--- config.mk ---
export PLATFORM = sky130hd
export DESIGN_NAME = compare1024_driver
export DESIGN_NICKNAME = d
export VERILOG_FILES = /design/src/rtl/compare1024_driver.sv
export SDC_FILE = /design/constraint.sdc
export NUM_CORES = 2
export LEC_CHECK = 0
export BUFFER_PORTS_ARGS = -buffer_cell sky130_fd_sc_hd__buf_2
export CELL_PAD_IN_SITES_DETAIL_PLACEMENT = 0
export CELL_PAD_IN_SITES_GLOBAL_PLACEMENT = 1
export CORE_ASPECT_RATIO = 0.5
export CORE_MARGIN = 2
export CORE_UTILIZATION = 40
export CTS_CLUSTER_DIAMETER = 100
export DETAILED_ROUTE_END_ITERATION = 8
export PLACE_DENSITY = 0.72
export SLEW_MARGIN = 10
export SYNTH_ARGS = -nofsm -noshare
export SYNTH_HDL_FRONTEND = slang
export SYNTH_SLANG_ARGS = --single-unit
--- constraint.sdc ---
create_clock -name iClk -period 2.5 [get_ports iClk]
set_clock_uncertainty 0.15 [all_clocks]
set_input_delay 0.5 -clock iClk [delete_from_list [all_inputs] [get_ports iClk]]
set_output_delay 0.5 -clock iClk [all_outputs]
set_load 0.03 [all_outputs]
--- src/rtl/compare1024_driver.sv ---
// Streams two word-wide operand banks into an external iterative comparator.
// Words go out least significant first, and the comparator's final mode is captured.
module compare1024_driver #(
    parameter int unsigned iW = 32,
    parameter int unsigned NW = 32,
    parameter int unsigned TO = 4
) (
    input  logic          iClk,
    input  logic          iReset,
    input  logic          iWrEn,
    input  logic          iWrSel,
    input  logic [4:0]    iWrAddr,
    input  logic [iW-1:0] iWrData,
    input  logic          iStart,
    output logic          oBusy,
    output logic          oDone,
    output logic [1:0]    oResult,
    output logic          oError,
    output logic          oCmpEnable,
    output logic [iW-1:0] oDataX,
    output logic [iW-1:0] oDataY,
    input  logic [1:0]    iMode
);

    localparam int unsigned AW = (NW > 1) ? $clog2(NW) : 1;
    localparam int unsigned CW = $clog2(NW + 1);
    localparam int unsigned WW = (TO > 1) ? $clog2(TO) : 1;

    typedef enum logic [1:0] {
        StIdle,
        StStream,
        StWait,
        StDone
    } stateT;

    stateT         state;
    logic [CW-1:0] cnt;
    logic [WW-1:0] waitCnt;
    logic [iW-1:0] bankX [NW];
    logic [iW-1:0] bankY [NW];

    always_ff @(posedge iClk) begin
        if (iReset) begin
            state      <= StIdle;
            cnt        <= '0;
            waitCnt    <= '0;
            oBusy      <= 1'b0;
            oDone      <= 1'b0;
            oResult    <= 2'b00;
            oError     <= 1'b0;
            oCmpEnable <= 1'b0;
            oDataX     <= '0;
            oDataY     <= '0;
            for (int i = 0; i < int'(NW); i++) begin
                bankX[i] <= '0;
                bankY[i] <= '0;
            end
        end else begin
            oDone <= 1'b0;
            unique case (state)
                StIdle, StDone: begin
                    // The write lands on the same edge as a start, so streaming sees the new word.
                    if (iWrEn && (32'(iWrAddr) < NW)) begin
                        if (iWrSel) begin
                            bankY[AW'(iWrAddr)] <= iWrData;
                        end else begin
                            bankX[AW'(iWrAddr)] <= iWrData;
                        end
                    end
                    if (iStart) begin
                        state      <= StStream;
                        cnt        <= '0;
                        waitCnt    <= '0;
                        oBusy      <= 1'b1;
                        oCmpEnable <= 1'b1;
                        oResult    <= 2'b00;
                        oError     <= 1'b0;
                    end
                end
                StStream: begin
                    if (cnt == CW'(NW)) begin
                        state  <= StWait;
                        oDataX <= '0;
                        oDataY <= '0;
                    end else begin
                        oDataX <= bankX[cnt[AW-1:0]];
                        oDataY <= bankY[cnt[AW-1:0]];
                        cnt    <= cnt + 1'b1;
                    end
                end
                StWait: begin
                    if (iMode != 2'b00) begin
                        oResult    <= iMode;
                        oDone      <= 1'b1;
                        oBusy      <= 1'b0;
                        oCmpEnable <= 1'b0;
                        state      <= StDone;
                    end else if (waitCnt == WW'(TO - 1)) begin
                        oResult    <= 2'b00;
                        oError     <= 1'b1;
                        oDone      <= 1'b1;
                        oBusy      <= 1'b0;
                        oCmpEnable <= 1'b0;
                        state      <= StDone;
                    end else begin
                        waitCnt <= waitCnt + 1'b1;
                    end
                end
                default: state <= StIdle;
            endcase
        end
    end

endmodule

-- Word-level counts from Yosys, hierarchy flattened
Memory sizes are Yosys's and may differ from the RTL's. A register that Yosys moved wholly into a read port is not among the register bits.
Index checks and enable logic that the tools add are counted.
- add/subtract/negate cells: 2
- eq/ne operators: 12
- muxes and demuxes: 49
- bitwise gates (word level): 1
- reductions and logical operators: 13
- operators with widths (operator ; count):
    $mux 32 ; 4
    $reduce_or 32->1 ; 2
    $mux 5 ; 6
    $mux 1 ; 22
    $mux 2 ; 9
    $mux 6 ; 2
    $ne 2x2->1 const B ; 6
    $pmux 6 s2 ; 1
    $reduce_and 3->1 ; 3
    $pmux 2 s2 ; 2
    $reduce_and 4->1 ; 2
    $add 6x1->6 const B ; 1
    $eq 2x2->1 const B ; 3
    $eq 6x6->1 const B ; 1
    $pmux 2 s3 ; 1
    $reduce_bool 2->1 ; 3
    $pmux 1 s2 ; 2
    $reduce_or 2->1 ; 2
    $ne 3x3->1 const B ; 1
    $add 2x1->2 const B ; 1
    $eq 2x1->1 const B ; 1
    $logic_not 2->1 ; 1
    $not 1->1 ; 1
- register bits: 79
- memory bits (writable): 2048
- input bits: 44
- output and inout port bits: 70
- memories: 2
- memories (name ; words ; width ; rd ports ; clocked after memory_dff ; wr ports ; RTL line ; source):
    bankX ; 32 ; 32 ; 1 ; 1 ; 32 ; 39 ; logic [iW-1:0] bankX [NW];
    bankY ; 32 ; 32 ; 1 ; 1 ; 32 ; 40 ; logic [iW-1:0] bankY [NW];

-- Logic depth before layout (Yosys ltp)
- depth in word-level cells: 7
- depth in mapped cells: 10
- mapped depth without buffers: 7

-- Worst setup path after synthesis
No wires, ideal clock.
- kind: flip-flop to flip-flop
- start: reg state[0]
- end: mem bankY[23][0] (enable)
- setup time: 0.375 ns
- data arrival time: 2.187 ns
- data required time: 1.975 ns
- slack: -0.211 ns
- stages on the path, launching flop included: 8
- path buffers: 0
- path through: dfxtp_1 > inv_1 > ha_1 > nand2_1 > nor3b_1 > nand3_1 > nor2_1 > or2_2
- RTL lines (element ; RTL line ; source):
    start, declared ; 36 ; stateT state;
    start signal, assigned ; 44 ; state <= StIdle;
    start signal, assigned ; 71 ; state <= StStream;
    start signal, assigned ; 82 ; state <= StWait;
    end, declared ; 40 ;

==> results.json <==
{
  "dpl_cell_area_um2": 106000,
  "max_clock_freq_mhz": 387,
  "power.total_mw": 80.6,
  "cts_tree": "done",
  "wl_per_cell_um": 28.1,
  "use_met3_pct": 5.48,
  "synth.ff_latch_count": 2132,
  "routed_wirelength_um": 282000,
  "number_of_antenna_violations_at_the_first_check_in_global_routing": 18,
  "gr-total-overflow": 0,
  "finish.instance_area_um2": 114000,
  "synth_nets": 6245,
  "setup.worst_path.end_class": "flop",
  "nFillCells": 20158,
  "worst_ep_arrival_time_ns": 3.20,
  "gp_routability_congestion": 0.837,
  "p_leak_nw": 41.2,
  "mean_area_per_synthesized_cell_um2": 15.5,
  "syn_to_final_growth_pct": 18.9,
  "cellPowerDensity_nw_per_um2": 705,
  "switching_share_pct": 24.0,
  "drt_pre_antenna_iters": 7,
  "worstMarginPinSlew_ns": 1.08,
  "synthFlopType": "sky130_fd_sc_hd__edfxtp_1",
  "placementRows": 127,
  "layout_min_cycle_time_ns": 2.58,
  "synthArstFlopShare_pct": 0,
  "period_share_pct": 103,
  "drive_above_1_share_pct": 28.3,
  "finalMaxSlewViolations": 0,
  "total_negative_slack_for_setup_checks_ns": -0.431,
  "crit_path_class": "reg2reg",
  "min_delay_path_class": "in2reg",
  "globalRoute.busiestLayer": "met1",
  "synth-seq-area-share_pct": 65.7,
  "mappedNetlistArea_um2": 96100,
  "die_area_um2": 244000,
  "cts.sinks": 2132,
  "most_frequent_cells_in_the_layout": "sky130_fd_sc_hd__and2_1, sky130_fd_sc_hd__edfxtp_1, sky130_fd_sc_hd__mux4_2, sky130_fd_sc_hd__buf_4, sky130_fd_sc_hd__buf_12",
  "grt_pass1_vias": 53750,
  "outcome": "finished with violations",
  "route.detailed.drc": 0,
  "die_h_um": 351,
  "grt_use_total_pct": 22.7,
  "initialDrtViolationCount": 7473,
  "clk_root_buffer_cell": "sky130_fd_sc_hd__clkbuf_16",
  "failed_checks": "setup timing",
  "final_antenna_net_count": 0,
  "synth_cells": 6195,
  "synthDistinctLibCells": 53,
  "ys_warn_count": 0,
  "number_of_buffers_created_by_cts": 204,
  "postLayoutSetupSlackWorst_ns": -0.0812,
  "maximum_number_of_pins_on_one_net_before_global_route_repair": 65,
  "cts-htree-levels": 4,
  "timing.critical_path.fanout_max": 8,
  "switchingPower_mw": 19.3,
  "unrepaired_setup_endpoints_after_global_routing": "yes",
  "setup.worst_path.start_class": "flop",
  "final_util_pct": 47.7,
  "clkLatencyLatePin_ns": 0.88,
  "intPower_mw": 61.2,
  "combinationalPowerShare_pct": 10.9,
  "clock_tree.buffer_depth": 4,
  "hpwlAfterDp_um": 181000,
  "max_cap_violations": 0,
  "via_count": 55009,
  "synth_edf_count": 2048,
  "power.ir.vdd_worst_v": 0.000517,
  "setup_viol_count_final": 12,
  "max_slew_margin_vs_limit_pct": 27.8,
  "core_area_um2": 239000,
  "place.port_buffers": 113,
  "die_w_um": 697,
  "finalNetCount": 6704,
  "cp_data_required_time_ns": 3.12,
  "worst_setup_hold_path_clk_slew_ns": 0.07,
  "global_route.usage.met1_pct": 34.2,
  "power_frac_seq_pct": 50.9,
  "start_util_pct": 40.2,
  "globalRouteMet2Util_pct": 33.5,
  "timing_hold_violations_final": 0,
  "p_clk_share_pct": 38.2,
  "grt_pass1_wl_um": 399000,
  "pin_count": 114,
  "drt-vias-per-instance": 5.48
}
## what timing repair did
item	4_1_cts	5_1_grt
pin swaps	5	24
hold endpoints to repair	33	0
gates cloned	4	10
endpoints found under the setup margin	3382	713
buffers inserted	5	57
resized for setup	49	93
hold buffers	7	0
## area by class of cell
| type | count | area, um2 | area share, % |
|---|---|---|---|
| clock buffers | 274 | 5580 | 4.89 |
| multi-input cells | 3432 | 30800 | 27.0 |
| diodes | 9 | 22.5 | 0.0197 |
| clock inverters | 86 | 816 | 0.714 |
| well taps | 3225 | 4040 | 3.53 |
| flip-flops and latches | 2132 | 63200 | 55.3 |
| repair buffers | 877 | 9750 | 8.53 |
| inverters | 7 | 26.3 | 0.0230 |
## path summary, 6_finish.rpt
| path | to | cells past startpoint | slack, ns | start |
|---|---|---|---|---|
| max | oDataX[10]$_SDFFE_PP0P_ | 9 | -0.08 | flop |
| min | bankY[26][28]$_SDFFCE_PN0P_ | 2 | 0.07 | iWrData[28] |
| max reg2reg | oDataX[10]$_SDFFE_PP0P_ | 9 | -0.08 | flop |
| min reg2reg | oDataY[5]$_SDFFE_PP0P_ | 2 | 0.30 | oDataY[5]$_SDFFE_PP0P_ |
## cells by family after synthesis
group,count (synthesis),synth area share (%)
simple gates,2507,15.6
flops,2132,65.7
mux,707,14.2
buf+inv,632,2.81
compound gates,209,1.59
fa+ha+maj,6,0.0781
xor+xnor,2,0.0182
## registers in the layout (all words and copies together) (netlist names), 2 cells and up, named ones only
signal	cells
bankX	1024
bankY	1024
cnt	6
oDataX	32
oDataY	32
oResult	2
state	2
waitCnt	2
## stage by stage
stage          instances  setup WS [ns]  hold slack, ns
2_1_floorplan       6195         -0.154           0.286
3_3_place_gp        9591         -0.490           0.285
3_5_place_dp        9591         -0.391           0.289
4_1_cts             9967        -0.0916          0.0279
5_1_grt            10034         -0.136          0.0558
6_report           10042        -0.0812          0.0712
## cells in the mapped netlist, types with 2 or more instances
master                      number  area (um2)
sky130_fd_sc_hd__a2111oi_0      16         140
sky130_fd_sc_hd__a211oi_1       11        82.6
sky130_fd_sc_hd__a21oi_1        19        95.1
sky130_fd_sc_hd__a22oi_1        33         248
sky130_fd_sc_hd__a311oi_1        4        35.0
sky130_fd_sc_hd__a31oi_1         4        25.0
sky130_fd_sc_hd__a32o_1          2        20.0
sky130_fd_sc_hd__and2_1       2048       12800
sky130_fd_sc_hd__and4_1          2        17.5
sky130_fd_sc_hd__buf_1          56         210
sky130_fd_sc_hd__buf_2          69         345
sky130_fd_sc_hd__buf_4          39         293
sky130_fd_sc_hd__buf_6          13         146
sky130_fd_sc_hd__clkbuf_1      447        1680
sky130_fd_sc_hd__dfxtp_1        84        1680
sky130_fd_sc_hd__edfxtp_1     2048       61500
sky130_fd_sc_hd__ha_1            6        75.1
sky130_fd_sc_hd__inv_1           7        26.3
sky130_fd_sc_hd__mux2_2         83         935
sky130_fd_sc_hd__mux2i_1       111        1110
sky130_fd_sc_hd__mux4_2        513       11600
sky130_fd_sc_hd__nand2_1       158         593
sky130_fd_sc_hd__nand2b_1        9        56.3
sky130_fd_sc_hd__nand3_1        58         290
sky130_fd_sc_hd__nand3b_1        4        30.0
sky130_fd_sc_hd__nand4_1         4        25.0
sky130_fd_sc_hd__nor2_1         92         345
sky130_fd_sc_hd__nor2b_1        37         231
sky130_fd_sc_hd__nor3_1         17        85.1
sky130_fd_sc_hd__nor3b_1         5        37.5
sky130_fd_sc_hd__o211ai_1       79         593
sky130_fd_sc_hd__o21a_1          2        15.0
sky130_fd_sc_hd__o21ai_0         3        15.0
sky130_fd_sc_hd__o22ai_1        20         125
sky130_fd_sc_hd__o31a_1          8        70.1
sky130_fd_sc_hd__or2_2          66         413
sky130_fd_sc_hd__or3_1           2        12.5
## critical path, cell delays in order, from the launching register on
cell	delay, ns
sky130_fd_sc_hd__dfxtp_4	0.42
sky130_fd_sc_hd__buf_4	0.16
sky130_fd_sc_hd__clkbuf_16	0.19
sky130_fd_sc_hd__buf_4	0.14
sky130_fd_sc_hd__buf_4	0.14
sky130_fd_sc_hd__mux4_2	0.49
sky130_fd_sc_hd__nor2b_1	0.15
sky130_fd_sc_hd__a211oi_2	0.27
sky130_fd_sc_hd__nor3_2	0.15
sky130_fd_sc_hd__a32o_1	0.26
## power groups by stage
stage	sequential, mW	combinational (mW)	clock [mW]
2_1_floorplan	41.8	3.97	0
3_3_place_gp	41.7	8.26	0
3_5_place_dp	41.8	8.29	0
4_1_cts	41.0	8.49	31.1
5_1_grt	41.1	9.18	32.5
6_report	41.0	8.77	30.8
## metal layers
| metal | up-vias | wire length [um] |
|---|---|---|
| li1 | 23573 | - |
| met1 | 28648 | 123000 |
| met2 | 2527 | 123000 |
| met3 | 259 | 31500 |
| met4 | 2 | 4830 |
| met5 | - | 17 |
No activity file was read; power rests on OpenSTA's default activity.
